[src/rtl/axi_rr_mux_pkg.sv]
// Shared constants and the grant search used by the arbitrated AXI channel mux.
package axi_rr_mux_pkg;

  localparam int ARB_RR    = 0;
  localparam int ARB_FIXED = 1;

  // The grant search works on a fixed-width vector so one function serves
  // every instance width; callers zero-extend their valid vector.
  localparam int MAX_IN = 64;
  localparam int IDX_W  = 6;

  typedef struct packed {
    logic             any;
    logic [IDX_W-1:0] idx;
  } pick_t;

  // First asserted valid found searching ptr, ptr+1, ... wrapping at n.
  // A ptr of 0 gives lowest-index-wins, which the fixed-priority mode uses.
  function automatic pick_t rr_pick(input logic [MAX_IN-1:0] valid,
                                    input int                ptr,
                                    input int                n);
    pick_t res;
    int    cand;
    res = '0;
    for (int k = 0; k < MAX_IN; k++) begin
      if (k < n) begin
        cand = ptr + k;
        if (cand >= n) cand = cand - n;
        if (!res.any && valid[cand]) begin
          res.any = 1'b1;
          res.idx = IDX_W'(cand);
        end
      end
    end
    return res;
  endfunction

endpackage

[src/rtl/axi_rr_arbiter.sv]
// Stateless grant logic: picks one valid input by round-robin pointer or by
// fixed priority, and presents it both as an index and as a one-hot vector.
module axi_rr_arbiter
  import axi_rr_mux_pkg::*;
#(
  parameter int N_IN      = 4,
  parameter int ARB_MODE  = ARB_RR,
  parameter int SEL_WIDTH = (N_IN > 1) ? $clog2(N_IN) : 1
) (
  input  logic [N_IN-1:0]      valid,
  input  logic [SEL_WIDTH-1:0] ptr,
  output logic [SEL_WIDTH-1:0] grant_idx,
  output logic [N_IN-1:0]      grant_oh,
  output logic                 any_valid
);

  logic [MAX_IN-1:0] valid_ext;
  pick_t             pick;

  // Search for the winner and expand it into index and one-hot forms.
  always_comb begin
    valid_ext             = '0;
    valid_ext[N_IN-1:0]   = valid;
    pick = rr_pick(valid_ext, (ARB_MODE == ARB_FIXED) ? 0 : int'(ptr), N_IN);
    grant_idx = SEL_WIDTH'(pick.idx);
    any_valid = pick.any;
    grant_oh  = '0;
    for (int i = 0; i < N_IN; i++) begin
      grant_oh[i] = pick.any && (int'(pick.idx) == i);
    end
  end

endmodule

[src/rtl/axi_rr_multiplexer.sv]
// Registered N-to-1 mux for one AXI channel payload. A single output register
// breaks the timing path while still accepting a new beat on the same cycle
// the held one drains, so throughput stays at one beat per cycle.
module axi_rr_multiplexer
  import axi_rr_mux_pkg::*;
#(
  parameter int DATA_WIDTH = 64,
  parameter int N_IN       = 4,
  parameter int ARB_MODE   = ARB_RR,
  parameter int SEL_WIDTH  = (N_IN > 1) ? $clog2(N_IN) : 1
) (
  input  logic                       clk,
  input  logic                       rst_n,
  input  logic [N_IN-1:0]            IN_VALID,
  input  logic [N_IN*DATA_WIDTH-1:0] IN_DATA,
  output logic [N_IN-1:0]            IN_READY,
  output logic                       OUT_VALID,
  output logic [DATA_WIDTH-1:0]      OUT_DATA,
  input  logic                       OUT_READY,
  output logic [SEL_WIDTH-1:0]       OUT_SEL
);

  logic                  out_valid_q;
  logic [DATA_WIDTH-1:0] out_data_q;
  logic [SEL_WIDTH-1:0]  out_sel_q;
  logic [SEL_WIDTH-1:0]  rr_ptr_q;

  logic [SEL_WIDTH-1:0]  grant_idx;
  logic [N_IN-1:0]       grant_oh;
  logic                  any_valid;
  logic                  load;
  logic [DATA_WIDTH-1:0] grant_data;
  logic [SEL_WIDTH-1:0]  rr_ptr_next;

  axi_rr_arbiter #(
    .N_IN      (N_IN),
    .ARB_MODE  (ARB_MODE),
    .SEL_WIDTH (SEL_WIDTH)
  ) u_arbiter (
    .valid     (IN_VALID),
    .ptr       (rr_ptr_q),
    .grant_idx (grant_idx),
    .grant_oh  (grant_oh),
    .any_valid (any_valid)
  );

  // Load when the register is empty or draining; acknowledge only the winner.
  // rst_n gates the ready so nothing is accepted while the held beat is dropped.
  always_comb begin
    load        = !out_valid_q || OUT_READY;
    IN_READY    = (load && rst_n) ? grant_oh : '0;
    grant_data  = IN_DATA[int'(grant_idx)*DATA_WIDTH +: DATA_WIDTH];
    rr_ptr_next = (grant_idx == SEL_WIDTH'(N_IN - 1)) ? '0
                                                      : grant_idx + SEL_WIDTH'(1);
  end

  // Output register and round-robin pointer; everything holds while stalled.
  always_ff @(posedge clk or negedge rst_n) begin
    if (!rst_n) begin
      out_valid_q <= 1'b0;
      out_data_q  <= '0;
      out_sel_q   <= '0;
      rr_ptr_q    <= '0;
    end else if (load) begin
      if (any_valid) begin
        out_valid_q <= 1'b1;
        out_data_q  <= grant_data;
        out_sel_q   <= grant_idx;
        if (ARB_MODE == ARB_RR) rr_ptr_q <= rr_ptr_next;
      end else begin
        out_valid_q <= 1'b0;
      end
    end
  end

  assign OUT_VALID = out_valid_q;
  assign OUT_DATA  = out_data_q;
  assign OUT_SEL   = out_sel_q;

endmodule

[config.mk]
export PLATFORM = sky130hd
export DESIGN_NAME = axi_rr_multiplexer
export DESIGN_NICKNAME = d
export VERILOG_FILES = /design/src/rtl/axi_rr_mux_pkg.sv /design/src/rtl/axi_rr_arbiter.sv /design/src/rtl/axi_rr_multiplexer.sv
export SDC_FILE = /design/constraint.sdc
export NUM_CORES = 1
export LEC_CHECK = 0
export ABC_AREA = 1
export BUFFER_PORTS_ARGS = -buffer_cell sky130_fd_sc_hd__buf_4
export CAP_MARGIN = 0
export CELL_PAD_IN_SITES_DETAIL_PLACEMENT = 1
export CELL_PAD_IN_SITES_GLOBAL_PLACEMENT = 2
export CORE_MARGIN = 2
export CORE_UTILIZATION = 22
export DETAILED_ROUTE_END_ITERATION = 8
export PLACE_DENSITY_LB_ADDON = 0.1
export SLEW_MARGIN = 20
export SYNTH_ARGS = -nofsm -noshare
export SYNTH_HDL_FRONTEND = slang
export SYNTH_SLANG_ARGS = --single-unit
export TNS_END_PERCENT = 5
[constraint.sdc]
create_clock -name clk -period 2.7 [get_ports clk]
set_input_delay 0.27 -clock clk [delete_from_list [all_inputs] [get_ports clk]]
set_output_delay 0.27 -clock clk [all_outputs]
set_load 0.05 [all_outputs]
* Word level (Yosys, flattened, before mapping)
Index checks and enable logic that the tools add are counted.
** Storage, ports and cells
- Register bits after elaboration :: 69
- Input port bits :: 263
- Output and inout port bits :: 71
- Logic and storage cells :: 63
** Operators by class
- Add/subtract/negate cells :: 8
- Order comparisons :: 8
- Equal/unequal tests :: 4
- Shifts and indexed selects :: 1
- Muxes and demuxes :: 23
- Reductions and logical operators :: 15
** Operator list (number)
- indexed part select 256 x 9 -> 64 bit :: 1
- less-than comparator 32 x 8 -> 1 bit, second input constant :: 4
- 2-to-1 mux 32 bit :: 4
- >= comparator 32 x 4 -> 1 bit, second input constant :: 3
- subtractor 32 x 4 -> 32 bit, second input constant :: 3
- 2-to-1 mux 7 bit :: 4
- binary-select mux 1 bit (select 6 bit) :: 4
- == test 6 x 3 -> 1 bit, second input constant :: 2
- 2-to-1 mux 1 bit :: 9
- logical AND 1 bit :: 8
- adder 2 x 2 -> 3 bit, second input constant :: 2
- == test 6 x 2 -> 1 bit, second input constant :: 1
- zero test 6 bit :: 1
- zero test 1 bit :: 4
- 2-to-1 mux 4 bit :: 1
- subtractor 2 x 3 -> 4 bit, second input constant :: 1
- adder 2 x 1 -> 3 bit, second input constant :: 1
- >= comparator 2 x 3 -> 1 bit, second input constant :: 1
- adder 2 x 1 -> 2 bit, second input constant :: 1
- == test 2 bit, second input constant :: 1
- 2-to-1 mux 2 bit :: 1
- AND reduction 2 bit :: 1
- logical OR 1 bit :: 1

* Logic depth before layout (Yosys ltp)
- Depth after elaboration :: 18
- Depth in mapped cells :: 18
- Mapped depth without buffers :: 16

* Hierarchy
Synthesis repeated with hierarchy kept, for this count alone.
** Second synthesis, totals
- Cells, all modules :: 1119
- Area, all modules :: 6047.0 sq um
** Modules (own cells, without submodules)
- axi_rr_multiplexer :: instances 1, cells an instance 1047, area an instance 5650.4 sq um, seq. area each 1726.7 sq um
- axi_rr_arbiter :: instances 1, cells an instance 72, area an instance 396.6 sq um, seq. area each 0.0 sq um

* Least setup slack after synthesis
OpenSTA, ideal clock, no wires.
- Path type :: register -> output
- Start :: register rr_ptr_q[0]
- End :: output port IN_READY[1]
- Arrival time :: 2.812 ns
- Required time :: 2.430 ns
- Path slack :: -0.382 ns
- Cell stages (with the launch flop) :: 13
- Path buffers :: 2
- Path through :: dfrtp_1 -> inv_2 -> ha_1 -> inv_1 -> nand3_1 -> nand2_1 -> nand2_1 -> nand2_1 -> nand2_1 -> nand3_2 -> buf_4 -> buf_4 -> nor3_1
** Between the ends
- Longest elaborated chain between the ends :: 18
- Elaborated cells on any way between the ends :: 40
- Classes of those cells :: add/sub: 7; order compare: 4; eq/ne: 1; mux: 21; reduce/logical: 7
** Ends and longest elaborated chain
- from (decl) :: RTL line axi_rr_multiplexer.sv:26 : logic [SEL_WIDTH-1:0] rr_ptr_q;
- from (signal assigned) :: RTL line axi_rr_multiplexer.sv:69 : if (ARB_MODE == ARB_RR) rr_ptr_q <= rr_ptr_next;
- branches (longest 14 deep; another with subtractor 32 x 4 -> 32 bit)
- 2-to-1 mux 7 bit * :: RTL line axi_rr_mux_pkg.sv:29 : if (!res.any && valid[cand]) begin
- == test 6 x 2 -> 1 bit :: RTL line axi_rr_arbiter.sv:29 : grant_oh[i] = pick.any && (int'(pick.idx) == i);
- logical AND 1 bit * :: RTL line axi_rr_arbiter.sv:29
- 2-to-1 mux 4 bit * :: RTL line axi_rr_multiplexer.sv:51 : IN_READY = (load && rst_n) ? grant_oh : '0;
- to (decl) :: RTL line axi_rr_multiplexer.sv:16 : output logic [N_IN-1:0] IN_READY,
Every way passes the cells marked *. The select of a mux whose other input is x is not followed.

* Final worst setup path
- Start :: register rr_ptr_q[1]
- End :: output port IN_READY[3]
** Between the ends
- Longest elaborated chain between the ends :: 18
- Elaborated cells on any way between the ends :: 40
- Classes of those cells :: add/sub: 7; order compare: 4; eq/ne: 1; mux: 21; reduce/logical: 7
** Ends and longest elaborated chain (RTL line)
- branches (longest 14 deep; another with subtractor 32 x 4 -> 32 bit)
- 2-to-1 mux 7 bit * :: axi_rr_mux_pkg.sv:29
- == test 6 x 3 -> 1 bit :: axi_rr_arbiter.sv:29
- logical AND 1 bit * :: axi_rr_arbiter.sv:29
- 2-to-1 mux 4 bit * :: axi_rr_multiplexer.sv:51
Marked as above.

==> impl_metrics.toml <==
[outcome]
status = "finished, final reports clean"

[final_layout]
final_cells = 1804
fillers = 3796
final_layout_size_suffix_gt1_share_pct = 28.56
final_nets = 1683
syn2layout_area_growth_pct = 50.05

[global_route]
grt_pass1_vias = 8282
grt_first_pass_wirelength_um = 47330
overflow = 0
track_usage_pct = 19.68
grt_max_degree = 80
antenna_found_initial = 2

[synthesis]
yosysUniqueCellTypes = 21
synthArstFlopShare_pct = 100.0
syn_inst = 1125
syn_nets = 1392
yosysWarnings = 0
synth_edf_count = 0
syn_area_um2 = 6432
avgSynthCellArea_um2 = 5.718
synth-seq-cells = 69
yosysSeqAreaShare_pct = 26.84
ys.flop_type = "dfrtp_1"

[clocking]
clockRootBuffer = "clkbuf_16"
clkTransAtPathRegs_ps = 60
clkSinkCount = 69
htreeDepth = 3
cts_hold_buf = 0
insertion_delay_ps = 340
numCtsBuffers = 9
cts_tree = "done"
ctsLongestPathBuffers = 2

[placement]
placed_cells = 1784
globalplace.congestion = 0.8131
io_buffer_count = 333
dp_hpwl_um = 21600

[sta]
finalCriticalPeriod_ps = 2599
maxSlewViolCount = 0
finalSetupViolations = 0
setup_tns_ps = 0
slew_headroom_pct = 60.78
rsz0062_at_grt = "true"
period_share_pct = 96.25
tightest_slew_ps = 588.3
finalHoldViolations = 0
fmax_mhz = 384.8
skew_ps = 10.00

[routing]
drt_wl_total_um = 30280
dr.pass1.iters = 4
avgRoutedWirePerCell_um = 16.78
via_per_inst = 4.456
antenna_left = 0
vias = 8038
detail_route.iter0.violations = 436
drc = 0

[power_and_ir_drop]
power.density_nw_per_um2 = 1665
combPwrFrac_pct = 80.9
p_switching_mw = 9.691
pwr-share-seq_pct = 12.2
p_int_mw = 6.376
switching_share_pct = 60.31
peakVddDrop_mv = 0.9594
p_leak_nw = 5.984
clkPwrFrac_pct = 6.8

[setup_path]
required_ps = 2430
crit_path_end_kind = "output port"
ff2ff_setup_slack_ps = 290
critPathKind = "reg -> out"
rr_endpoint = "OUT_DATA[16]$_DFFE_PN0P_"
r2r-start = "rr_ptr_q[1]$_DFFE_PN0P_"
reg2reg_depth = 14
crit_fanout = 5
arrival_ps = 2330
start_kind = "flip-flop"

[die]
ios = 334
rows = 62
start_util_pct = 22.35
die_y_um = 175.0
chipWidth_um = 175.0
core_area_um2 = 28780
dieArea_um2 = 30620

[hold_path]
hp-class = "in -> async"

[job]
cap_violations = 0
-- cell families after synthesis --
logic type                 Yosys count  synth area share, %
and+or+nand+nor                    690                48.80
buffers and inverters              357                23.13
DFF                                 69                26.84
AOI/OAI and AO/OA                    5               0.4474
adders and majority gates            4               0.7781
-- worst max-delay path by stage --
stage | startpoint | to | slack [ps]
3_5_place_dp | rr_ptr_q[1]$_DFFE_PN0P_ | OUT_DATA[59]$_DFFE_PN0P_ | 90
6_report | rr_ptr_q[1]$_DFFE_PN0P_ | IN_READY[3] | 100
5_1_grt | rr_ptr_q[1]$_DFFE_PN0P_ | IN_READY[3] | -40
4_1_cts | rr_ptr_q[1]$_DFFE_PN0P_ | IN_READY[2] | -4
2_1_floorplan | rr_ptr_q[0]$_DFFE_PN0P_ | IN_READY[2] | -310
3_3_place_gp | rr_ptr_q[1]$_DFFE_PN0P_ | OUT_DATA[16]$_DFFE_PN0P_ | 220
-- sequential cells by signal, summed over array words and instances (netlist names) --
signal / cells
OUT_DATA: 64
OUT_SEL: 2
OUT_VALID: 1
rr_ptr_q: 2
-- power groups by stage --
stage	combinational, mW	clock (mW)	sequential [mW]
floorplan	7.46	0	3.69
global placement	12.8	0	1.97
detailed placement	12.9	0	1.99
finish	13.0	1.10	1.97
CTS	13.0	1.15	1.98
global route	14.6	1.18	2.04
-- critical path: stages (launching register included) --
cell	delay, ps
dfrtp_1	390
inv_2	120
ha_4	230
inv_4	60
nand3_2	70
nand2_2	90
inv_2	50
nor2_4	150
nand4_1	160
nand2_4	160
ha_4	150
nand3_4	90
nor2_4	110
buf_6	160
-- cell usage after synthesis (3+ instances only) --
library cell  count  area, µm²
nand2_2           3      18.77
nand4_1         129      807.0
o21ai_0           3      15.01
clkbuf_1         11      41.29
nand3_1         139      695.7
buf_1             3      11.26
buf_2            52      260.3
buf_6             4      45.04
inv_1           267       1002
buf_4            14      105.1
dfrtp_1          69       1727
nand2_1         409       1535
nor2_1            3      11.26
inv_2             6      22.52
nand3_2           3      30.03
ha_1              4      50.05
-- through the flow --
step | power, mW | hold WS (ps) | util (%) | worst slack (ps) | area [µm²]
finish | 16.07 | 22.47 | 33.54 | 101.4 | 9652
global route | 17.78 | 57.97 | 33.54 | -39.95 | 9652
CTS | 16.11 | 36.22 | 33.10 | -4.047 | 9527
detailed placement | 14.91 | 414.3 | 32.15 | 94.55 | 9253
global placement | 14.75 | 414.5 | 32.15 | 223.9 | 9253
floorplan | 11.16 | -25.59 | - | -307.4 | 6437
-- metal layers --
metal / wire length (µm) / vias up / global-route usage [%] / share of wire, %
met5: 0 / - / 0 / 0
met1: 13440 / 3768 / 25.63 / 44
met2: 14510 / 219 / 33.20 / 48
li1: - / 4024 / - / -
met3: 1789 / 27 / 4.112 / 5.9
met4: 539 / 0 / 4.896 / 1.8
-- layout by cell type, fill, tap and decap left out, types with 4 or more instances in the layout --
cell	instances
nand2_2	5
nand4_1	129
inv_2	7
buf_12	5
buf_6	6
clkbuf_16	9
nand3_1	137
buf_4	353
dfrtp_1	69
inv_1	265
nand3_4	4
nand2_1	404
-- what timing repair did --
action                     4_1_cts  5_1_grt
resized for setup                2       21
pin swaps                        0        8
cloned                           0        0
setup endpoints to repair        4        4
setup buffers                    1        4
-- final cells by class --
cell class	count	area, µm²	share of cell area [%]
antenna	2	5.005	0.05185
clock buffer	10	239.0	2.476
clock inverter	3	15.01	0.1556
inverter	273	1027	10.64
multi-input combinational	699	3341	34.61
sequential	69	1727	17.89
tap	384	480.5	4.978
timing repair buffer	364	2818	29.19
Power figures use the tool's default switching activity.
